File: src/rtl/game_pkg.sv
// Shared game constants, ramp FSM encoding and the speed-target helper used by
// the level controller and other game blocks.
package game_pkg;

    localparam int SCORE_W_DEF      = 12;
    localparam int LEVEL_W_DEF      = 3;
    localparam int NUM_LEVELS_DEF   = 6;
    localparam int STEP_DEF         = 7;
    localparam int SPEED_BASE_DEF   = 2;
    localparam int RAMP_TICKS_DEF   = 4;
    localparam int BANNER_TICKS_DEF = 60;

    typedef enum logic {
        STEADY = 1'b0,
        RAMP   = 1'b1
    } ramp_state_e;

    // Speed the game should settle at for a given level, clipped to the output range.
    function automatic int sat_target(int base, int lvl, int max_speed);
        int t;
        t = base + lvl - 1;
        return (t > max_speed) ? max_speed : t;
    endfunction

endpackage

File: src/rtl/level_controller_if.sv
// Game-side bundle between the playfield logic and the level controller.
interface level_controller_if import game_pkg::*; #(
    parameter int SCORE_W = SCORE_W_DEF,
    parameter int LEVEL_W = LEVEL_W_DEF
);
    logic               restart;
    logic               frame_tick;
    logic [SCORE_W-1:0] score;
    logic [LEVEL_W-1:0] level;
    logic [LEVEL_W-1:0] speed;
    logic               level_up;
    logic               banner;
    logic               at_max;

    modport master (
        output restart, frame_tick, score,
        input  level, speed, level_up, banner, at_max
    );

    modport slave (
        input  restart, frame_tick, score,
        output level, speed, level_up, banner, at_max
    );
endinterface

File: src/rtl/tick_timer.sv
// Reloadable down-counter that stays busy for LOAD_VALUE ticks after each load.
module tick_timer #(
    parameter int LOAD_VALUE = 60,
    parameter int W          = $clog2(LOAD_VALUE + 1)
) (
    input  logic         clock,
    input  logic         reset,
    input  logic         clear,
    input  logic         load,
    input  logic         tick,
    output logic [W-1:0] count,
    output logic         busy
);
    // NOTE: sequential state uses non-blocking assignments so every register samples pre-edge values.
    always_ff @(posedge clock or posedge reset) begin
        if (reset) begin
            count <= '0;
        end else if (clear) begin
            count <= '0;
        end else if (load) begin
            count <= W'(LOAD_VALUE);
        end else if (tick && count != '0) begin
            count <= count - 1'b1;
        end
    end

    assign busy = (count != '0);
endmodule

File: src/rtl/level_controller.sv
// Score-driven level tracker with a frame-paced speed ramp and a level-up banner.
module level_controller import game_pkg::*; #(
    parameter int SCORE_W      = SCORE_W_DEF,
    parameter int LEVEL_W      = LEVEL_W_DEF,
    parameter int NUM_LEVELS   = NUM_LEVELS_DEF,
    parameter int STEP         = STEP_DEF,
    parameter int SPEED_BASE   = SPEED_BASE_DEF,
    parameter int RAMP_TICKS   = RAMP_TICKS_DEF,
    parameter int BANNER_TICKS = BANNER_TICKS_DEF
) (
    input logic               clock,
    input logic               reset,
    level_controller_if.slave bus
);
    localparam int TW        = SCORE_W + 1;
    localparam int CNT_W     = $clog2(RAMP_TICKS + 1);
    localparam int SPEED_MAX = (1 << LEVEL_W) - 1;
    localparam int BAN_W     = $clog2(BANNER_TICKS + 1);

    localparam logic [TW-1:0]      STEP_V  = TW'(STEP);
    localparam logic [LEVEL_W-1:0] LV_ONE  = LEVEL_W'(1);
    localparam logic [LEVEL_W-1:0] LV_MAX  = LEVEL_W'(NUM_LEVELS);
    localparam logic [LEVEL_W-1:0] SPD_RST = LEVEL_W'(SPEED_BASE);

    logic [LEVEL_W-1:0] level, level_d, speed, speed_d, target_d;
    logic [TW-1:0]      lo, hi;
    logic [CNT_W-1:0]   cnt, cnt_d, cnt_inc;
    logic               go_up, go_down, level_up, at_max;
    logic [BAN_W-1:0]   unused_banner_count;
    ramp_state_e        state, state_d;

    // Up and down cannot both hold since lo < hi; the hi test is masked at the top level.
    always_comb begin
        go_up    = (level < LV_MAX) && ({1'b0, bus.score} >= hi);
        go_down  = (level > LV_ONE) && ({1'b0, bus.score} < lo);
        level_d  = level;
        if (go_up)        level_d = level + 1'b1;
        else if (go_down) level_d = level - 1'b1;
        target_d = LEVEL_W'(sat_target(SPEED_BASE, int'(level_d), SPEED_MAX));
    end

    // Target follows the incoming level, so a tick on the level-change edge counts toward the ramp.
    always_comb begin
        state_d = state;
        speed_d = speed;
        cnt_d   = cnt;
        cnt_inc = ((state == STEADY) ? '0 : cnt) + CNT_W'(bus.frame_tick);
        if (target_d < speed) begin
            speed_d = target_d;
            state_d = STEADY;
            cnt_d   = '0;
        end else if (target_d > speed) begin
            if (cnt_inc == CNT_W'(RAMP_TICKS)) begin
                speed_d = speed + 1'b1;
                cnt_d   = '0;
                state_d = (speed_d == target_d) ? STEADY : RAMP;
            end else begin
                cnt_d   = cnt_inc;
                state_d = RAMP;
            end
        end else begin
            state_d = STEADY;
            cnt_d   = '0;
        end
    end

    // NOTE: reset is asynchronous on assertion; restart is the synchronous twin with the same values.
    always_ff @(posedge clock or posedge reset) begin
        if (reset) begin
            level    <= LV_ONE;
            speed    <= SPD_RST;
            lo       <= '0;
            hi       <= STEP_V;
            cnt      <= '0;
            state    <= STEADY;
            level_up <= 1'b0;
            at_max   <= (NUM_LEVELS == 1);
        end else if (bus.restart) begin
            level    <= LV_ONE;
            speed    <= SPD_RST;
            lo       <= '0;
            hi       <= STEP_V;
            cnt      <= '0;
            state    <= STEADY;
            level_up <= 1'b0;
            at_max   <= (NUM_LEVELS == 1);
        end else begin
            level    <= level_d;
            speed    <= speed_d;
            cnt      <= cnt_d;
            state    <= state_d;
            level_up <= go_up;
            at_max   <= (level_d == LV_MAX);
            if (go_up) begin
                lo <= lo + STEP_V;
                hi <= hi + STEP_V;
            end else if (go_down) begin
                lo <= lo - STEP_V;
                hi <= hi - STEP_V;
            end
        end
    end

    tick_timer #(.LOAD_VALUE(BANNER_TICKS), .W(BAN_W)) u_banner (
        .clock (clock),
        .reset (reset),
        .clear (bus.restart),
        .load  (go_up),
        .tick  (bus.frame_tick),
        .count (unused_banner_count),
        .busy  (bus.banner)
    );

    assign bus.level    = level;
    assign bus.speed    = speed;
    assign bus.level_up = level_up;
    assign bus.at_max   = at_max;
endmodule

File: src/flat_wrapper.sv
// flat-port wrapper written by rule: the top's interface ports become plain ports
module level_controller_flat import game_pkg::*;
#(
    parameter int SCORE_W      = SCORE_W_DEF,
    parameter int LEVEL_W      = LEVEL_W_DEF,
    parameter int NUM_LEVELS   = NUM_LEVELS_DEF,
    parameter int STEP         = STEP_DEF,
    parameter int SPEED_BASE   = SPEED_BASE_DEF,
    parameter int RAMP_TICKS   = RAMP_TICKS_DEF,
    parameter int BANNER_TICKS = BANNER_TICKS_DEF
)
  (clock, reset, bus_restart, bus_frame_tick, bus_score, bus_level, bus_speed, bus_level_up, bus_banner, bus_at_max);
  level_controller_if #(.SCORE_W(SCORE_W), .LEVEL_W(LEVEL_W)) bus_i ();
  input logic clock;
  input logic reset;
  input wire logic [$bits(bus_i.restart)-1:0] bus_restart;
  input wire logic [$bits(bus_i.frame_tick)-1:0] bus_frame_tick;
  input wire logic [$bits(bus_i.score)-1:0] bus_score;
  output wire logic [$bits(bus_i.level)-1:0] bus_level;
  output wire logic [$bits(bus_i.speed)-1:0] bus_speed;
  output wire logic [$bits(bus_i.level_up)-1:0] bus_level_up;
  output wire logic [$bits(bus_i.banner)-1:0] bus_banner;
  output wire logic [$bits(bus_i.at_max)-1:0] bus_at_max;
  assign bus_i.restart = bus_restart;
  assign bus_i.frame_tick = bus_frame_tick;
  assign bus_i.score = bus_score;
  assign bus_level = bus_i.level;
  assign bus_speed = bus_i.speed;
  assign bus_level_up = bus_i.level_up;
  assign bus_banner = bus_i.banner;
  assign bus_at_max = bus_i.at_max;
  level_controller #(.SCORE_W(SCORE_W), .LEVEL_W(LEVEL_W), .NUM_LEVELS(NUM_LEVELS), .STEP(STEP), .SPEED_BASE(SPEED_BASE), .RAMP_TICKS(RAMP_TICKS), .BANNER_TICKS(BANNER_TICKS)) u_core (.clock(clock), .reset(reset), .bus(bus_i));
endmodule
File: config.mk
export PLATFORM = sky130hd
export DESIGN_NAME = level_controller_flat
export DESIGN_NICKNAME = d
export VERILOG_FILES = /design/src/rtl/game_pkg.sv /design/src/rtl/level_controller_if.sv /design/src/rtl/tick_timer.sv /design/src/rtl/level_controller.sv /design/src/flat_wrapper.sv
export SDC_FILE = /design/constraint.sdc
export NUM_CORES = 1
export LEC_CHECK = 0
export CORE_UTILIZATION = 45
export CTS_BUF_LIST = sky130_fd_sc_hd__clkbuf_16
export CTS_CLUSTER_SIZE = 10
export DETAILED_ROUTE_END_ITERATION = 7
export PLACE_DENSITY = 0.66
export RECOVER_POWER = 25
export SLEW_MARGIN = 25
export SYNTH_ARGS = -nofsm -noshare
export SYNTH_HDL_FRONTEND = slang
export SYNTH_HIERARCHICAL = 1
export SYNTH_SLANG_ARGS = --single-unit
File: constraint.sdc
create_clock -name clock -period 5.6 [get_ports clock]
set_input_delay 1.4 -clock clock [delete_from_list [all_inputs] [get_ports clock]]
set_output_delay 1.4 -clock clock [all_outputs]
set_load 0.02 [all_outputs]
# Word level (Yosys, flattened, before mapping)
# Cells that the tools add are included.
dict set report op_classes {
  magnitude_cmp 7
  add_sub_neg 11
  eq_ne 3
  n_reduce_logical 9
  n_mux 29
}
# operator count
set ops {}
lappend ops {{$mux 13} 6}
lappend ops {{$mux 3} 13}
lappend ops {{$gt 32x4->1 const B} 1}
lappend ops {{$add 13x3->13 const B} 2}
lappend ops {{$sub 13x3->13 const B} 2}
lappend ops {{$mux 6} 3}
lappend ops {{$ge 12x13->1} 1}
lappend ops {{$lt 12x13->1} 1}
lappend ops {{$reduce_bool 3->1} 4}
lappend ops {{$mux 1} 7}
lappend ops {{$add 3x1->3 const B} 2}
lappend ops {{$eq 3x3->1 const B} 2}
lappend ops {{$reduce_bool 6->1} 1}
lappend ops {{$sub 6x1->6 const B} 1}
lappend ops {{$sub 4x1->5 const B} 1}
lappend ops {{$add 2x3->4 const A} 1}
lappend ops {{$add 3x1->3} 1}
lappend ops {{$eq 3x3->1} 1}
lappend ops {{$gt 3x1->1 const B} 1}
lappend ops {{$gt 3x3->1} 1}
lappend ops {{$logic_and 1x1->1} 3}
lappend ops {{$lt 3x3->1} 1}
lappend ops {{$lt 3x3->1 const B} 1}
lappend ops {{$sub 3x1->3 const B} 1}
lappend ops {{$reduce_and 2->1} 1}
dict set report word_totals {
  ff_bits 44
  output_inout_bits 9
  elab_cells 68
}

# Longest topological paths before layout
# Gate-level depths: netlist of run 1.
dict set report logic_depth {
  word_depth 14
  ltp_mapped 20
}

# Cells and area by module
# Netlist of run 1, hierarchy kept.
# mod n_inst area_per_inst_um2 cells_each seq_area_each_um2
set modules_own_cells {}
lappend modules_own_cells {level_controller 1 3444.6 398 957.2}
lappend modules_own_cells {tick_timer 1 362.8 39 150.1}

# Least setup slack after synthesis of run 1
# No wires, ideal clock.
dict set report synth_timing {
  path_type {input -> register}
  start {in bus_score[8]}
  end {reg u_core.lo[12]}
  path_buffers 1
  path_stages 17
  arrival_ns 4.965
  setup_time_ns 0.132
  slack_ns 0.503
  cell_sequence {ha_1 > and4_4 > a221o_1 > a311oi_2 > a21o_2 > buf_6 > inv_4 > fa_1 > a21o_1 > a21oi_1 > o21bai_1 > a211oi_1 > o31ai_1 > o41ai_1 > mux2i_1 > xnor2_1 > nor2_1}
}
dict set report synth_via {
  elab_chain_cells 4
}
# item line
set synth_lines {}
lappend synth_lines {{start, declared} flat_wrapper.sv:18} ;# input wire logic [$bits(bus_i.score)-1:0] bus_score;
lappend synth_lines {{$ge 12x13->1 (*)} level_controller.sv:34} ;# go_up = (level < LV_MAX) && ({1'b0, bus.score} >= hi);
lappend synth_lines {{$logic_and 1x1->1 (*)} level_controller.sv:34}
lappend synth_lines {{named net u_core.go_up} level_controller.sv:28} ;# logic go_up, go_down, level_up, at_max;
lappend synth_lines {{$mux 13} level_controller.sv:94} ;# if (go_up) begin
lappend synth_lines {{$mux 13} level_controller.sv:78} ;# end else if (bus.restart) begin
lappend synth_lines {{end signal, assigned} level_controller.sv:95} ;# lo <= lo + STEP_V;
lappend synth_lines {{end signal, assigned} level_controller.sv:98} ;# lo <= lo - STEP_V;
lappend synth_lines {{end, declared} level_controller.sv:26} ;# logic [TW-1:0] lo, hi;
# The timed path passes the listed nets; every way through them passes the cells marked *.
# A chain may end at the register's enable or synchronous reset.

# Final worst setup path of run 1
dict set report layout_timing {
  start {in bus_score[7]}
  end {reg u_core.lo[12]}
}
# The elaborated chain is that of the path after synthesis.

==> results of run 1 <==
## logic make-up after synthesis
| family | after synthesis | share of synthesized area [%] |
|---|---|---|
| AND/OR/NAND/NOR | 136 | 17.91 |
| multiplexers | 6 | 1.742 |
| adder cells (fa/ha/maj) | 60 | 20.11 |
| XOR/XNOR | 26 | 6.178 |
| AO/OA/AOI/OAI | 108 | 18.96 |
| flip-flops | 44 | 29.08 |
| buffers and inverters | 57 | 6.014 |
## final timing paths
path	start	endpoint	slack, ps
max in group asynchronous	reset	u_core/bus.speed[0]	2000
worst min register to register	u_core/lo[10]	u_core/lo[10]	550
min in group asynchronous	reset	u_core/u_banner/count[1]	1480
worst min-delay path	u_core/lo[10]	u_core/lo[10]	550
worst max register to register	u_core/hi[7]	u_core/lo[12]	1390
worst max-delay path	bus_score[7]	u_core/lo[12]	280
## Yosys cell counts (all sizes together) (2+ instances only)
library cell / instances
inv: 45
nand3: 10
a21boi: 2
dfrtp: 39
or3: 6
or4b: 2
nor2: 30
nor2b: 9
a31oi: 8
a211o: 3
clkbuf: 7
xnor2: 21
o21ai: 16
a41oi: 2
nor3: 8
or2: 2
o211ai: 3
o41ai: 3
o21bai: 2
buf: 4
a211oi: 7
dfstp: 5
nand2: 48
a21oi: 36
nand2b: 5
mux2i: 4
ha: 58
and3: 4
mux2: 2
fa: 2
and2: 5
xor2: 5
o31ai: 7
a21o: 10
or4: 2
## report_power, final
part / leakage, nW / internal, mW / switching, mW
logic: 1.42 / 0.976 / 1.20
registers: 0.569 / 0.438 / 0.103
clock network: 0.0804 / 0.212 / 0.132
## cell usage in the layout (no fill, tap or decap), types with 2 or more instances in the layout
cell	n
fa_1	2
xnor2_1	20
a211o_1	2
o31ai_1	7
o21ai_1	2
o211ai_1	3
ha_1	58
a21oi_1	35
o41ai_1	3
or3_1	6
and3_1	4
nor2_1	29
buf_4	11
and2_1	5
clkdlybuf4s50_1	23
nor3_1	8
a21o_1	8
nand2b_1	5
o21bai_1	2
dfstp_2	5
inv_1	44
or2_2	2
clkbuf_16	5
nand2_1	48
nand3_1	10
nor2b_1	9
o21ai_0	14
a41oi_1	2
or4_1	2
dfrtp_1	39
a211oi_1	7
xor2_1	5
a31oi_1	7
mux2i_1	4
## critical path, delay by kind of cell
kind            cells  cell delay (ps)
mux                 1              260
fa+ha+maj           2              750
simple gates        2              230
xor+xnor            1              130
compound gates      9             2220
buf+inv             2              490
## routing by layer
| layer | up-vias | routed length (um) |
|---|---|---|
| met4 | 0 | 39 |
| met1 | 1478 | 4070 |
| met5 | - | 0 |
| li1 | 1616 | - |
| met3 | 6 | 285 |
| met2 | 53 | 3960 |
## layout make-up
class                   count  share of cell area [%]
clock buffers               5                   2.841
clock inverters             3                   1.051
inverters                  46                   4.006
multi-input cells         336                   56.11
flip-flops and latches     44                   25.14
well taps                 105                   2.983
repair buffers             37                   7.869
## sequential cells by signal (all words and copies together), names as in the netlist
signal and count:
u_core/u_banner/count 6, u_core/cnt 3, u_core/bus.level 3, u_core/bus.level_up 1, u_core/bus.at_max 1, u_core/hi 13
u_core/bus.speed 3, u_core/state 1, u_core/lo 13
## metrics by stage
step           setup slack, ps  utilization (%)  TNS (ps)  cells  hold WS [ps]
2_1_floorplan            503.1                -         0    437         508.6
5_1_grt                  36.65            53.60         0    576         570.9
3_3_place_gp             108.3            51.56         0    568         538.5
3_5_place_dp            -23.32            51.56    -23.32    568         543.3
4_1_cts                  281.1            53.65         0    576         552.8
6_report                 276.1            53.60         0    576         549.8
==> results.txt, run 1 <==
status -> complete, but fails checks
failing checks -> capacitance limit, slew limit
final net count -> 546
CTS sink count -> 44
Sequential Area -> 0.001107 mm2
Final Max Slew Viols -> 39
DR WL/cell -> 14.51 um
DRT iter0 DRCs -> 156
share of cells above drive strength 1 -> 8.917%
first-pass iteration count of the detailed router -> 4
Hold Violations, Final -> 0
final WL -> 8.355 mm
Post-CTS Setup Repair Bufs -> 0
worst skew pair latency -> 290 ps
Crit Path Max Fanout -> 6
post-route antenna net violation count -> 0
die area -> 0.008833 mm2
global-route wire length before repair -> 14.23 mm
dpl cell area -> 0.004237 mm2
Design Area, Final -> 0.004404 mm2
M3 GR Usage -> 3.236%
post-synth top area share -> 25.63%
Post-synth EDFFs -> 0
Root Buffer -> clkbuf_16
# IOs -> 25
PwrDens -> 693.9 mW/mm2
sequential cell area fraction in the yosys report -> 29.08%
Hold Crit Class -> flip-flop to flip-flop
RSZ-0062 raised after global routing -> no
R2R cell count -> 17
YS warnings -> 6
WP data required -> 5770 ps
Core Region -> 0.008217 mm2
top cells by area, synth -> dfrtp_1 (26%), ha_1 (19%), nand2_1 (4.7%), a21oi_1 (4.6%), xnor2_1 (4.6%)
average cell area after synthesis -> 8.713 um2
CP max stage cell -> clkdlybuf4s50_1
DRC viols -> 0
CP startpoint kind -> primary input
clk_skew -> 7.966 ps
global routing usage on met2 -> 34.73%
Period minus WS final -> 5324 ps
vias in the first global route -> 2,989
Final setup viols -> 0
TritonCTS clock tree -> done
period utilization -> 95.07%
Yosys reg bits -> 44
LEAKAGE -> 2.071 nW
routability cong. -> 0.7905
H-tree level count -> 2
classification of the worst setup path -> primary input to flip-flop
port bufs -> 24
total power -> 3.056 mW
post-cts hold buffer count -> 0
Post-synth top flop -> dfrtp_1
Synth Cell Area -> 0.003807 mm2
Vias -> 3,153
Rel. slew slack -> -44.13%
multi-input logic area -> 0.002471 mm2
area delta synth->final -> 15.68%
Antenna Cells -> 0
Achievable Freq -> 187.8 MHz
Num CTS Buffers -> 5
initial antenna violation count -> 0
grt total ovfl -> 0
Die X -> 93.99 um
critical path endpoint category -> flip-flop
Resized Gates After CTS -> 0
syn nets -> 513
Synth area leader -> dfrtp_1
Mapped Cells -> 437
max_cap viols -> 1
CTS max path bufs -> 2
Via density -> 5.474
met1 Track Usage GR -> 28.02%
clk slew on worst S/H paths -> 60 ps
CP arrival -> 5490 ps
Max stage delay on crit path -> 430 ps
row count -> 33
Worst-Margin Slew -> 2162 ps
FILL cells -> 751
CP cell instances -> clkdlybuf4s50_1 > ha_1 > and4_4 > a221o_1 > a311oi_2 > a21o_2 > inv_4 > fa_1 > a21o_1 > a21oi_1 > o21bai_1 > a211oi_1 > o31ai_1 > o41ai_1 > mux2i_1 > xnor2_1 > nor2_1
busiest layer in global routing -> met2
Hold Crit Depth -> 2
Yosys cell types -> 63
GRT Total Usage -> 20.48%
Synth async-reset ratio -> 100.0%
maximum VDD drop -> 0.2503 mV
initial cell density of the core -> 46.34%
largest net degree at the start of global routing -> 39
post-DP HPWL -> 6.391 mm
die height -> 93.99 um
Note: power is estimated with default switching activity, not from simulation.
==> run 2, diff against run 1 <==
Settings changed: SLEW_MARGIN 25 to 20.
==> results of run 2 <==
Same layout as run 1: the final DEF is identical, and so are final timing and power.
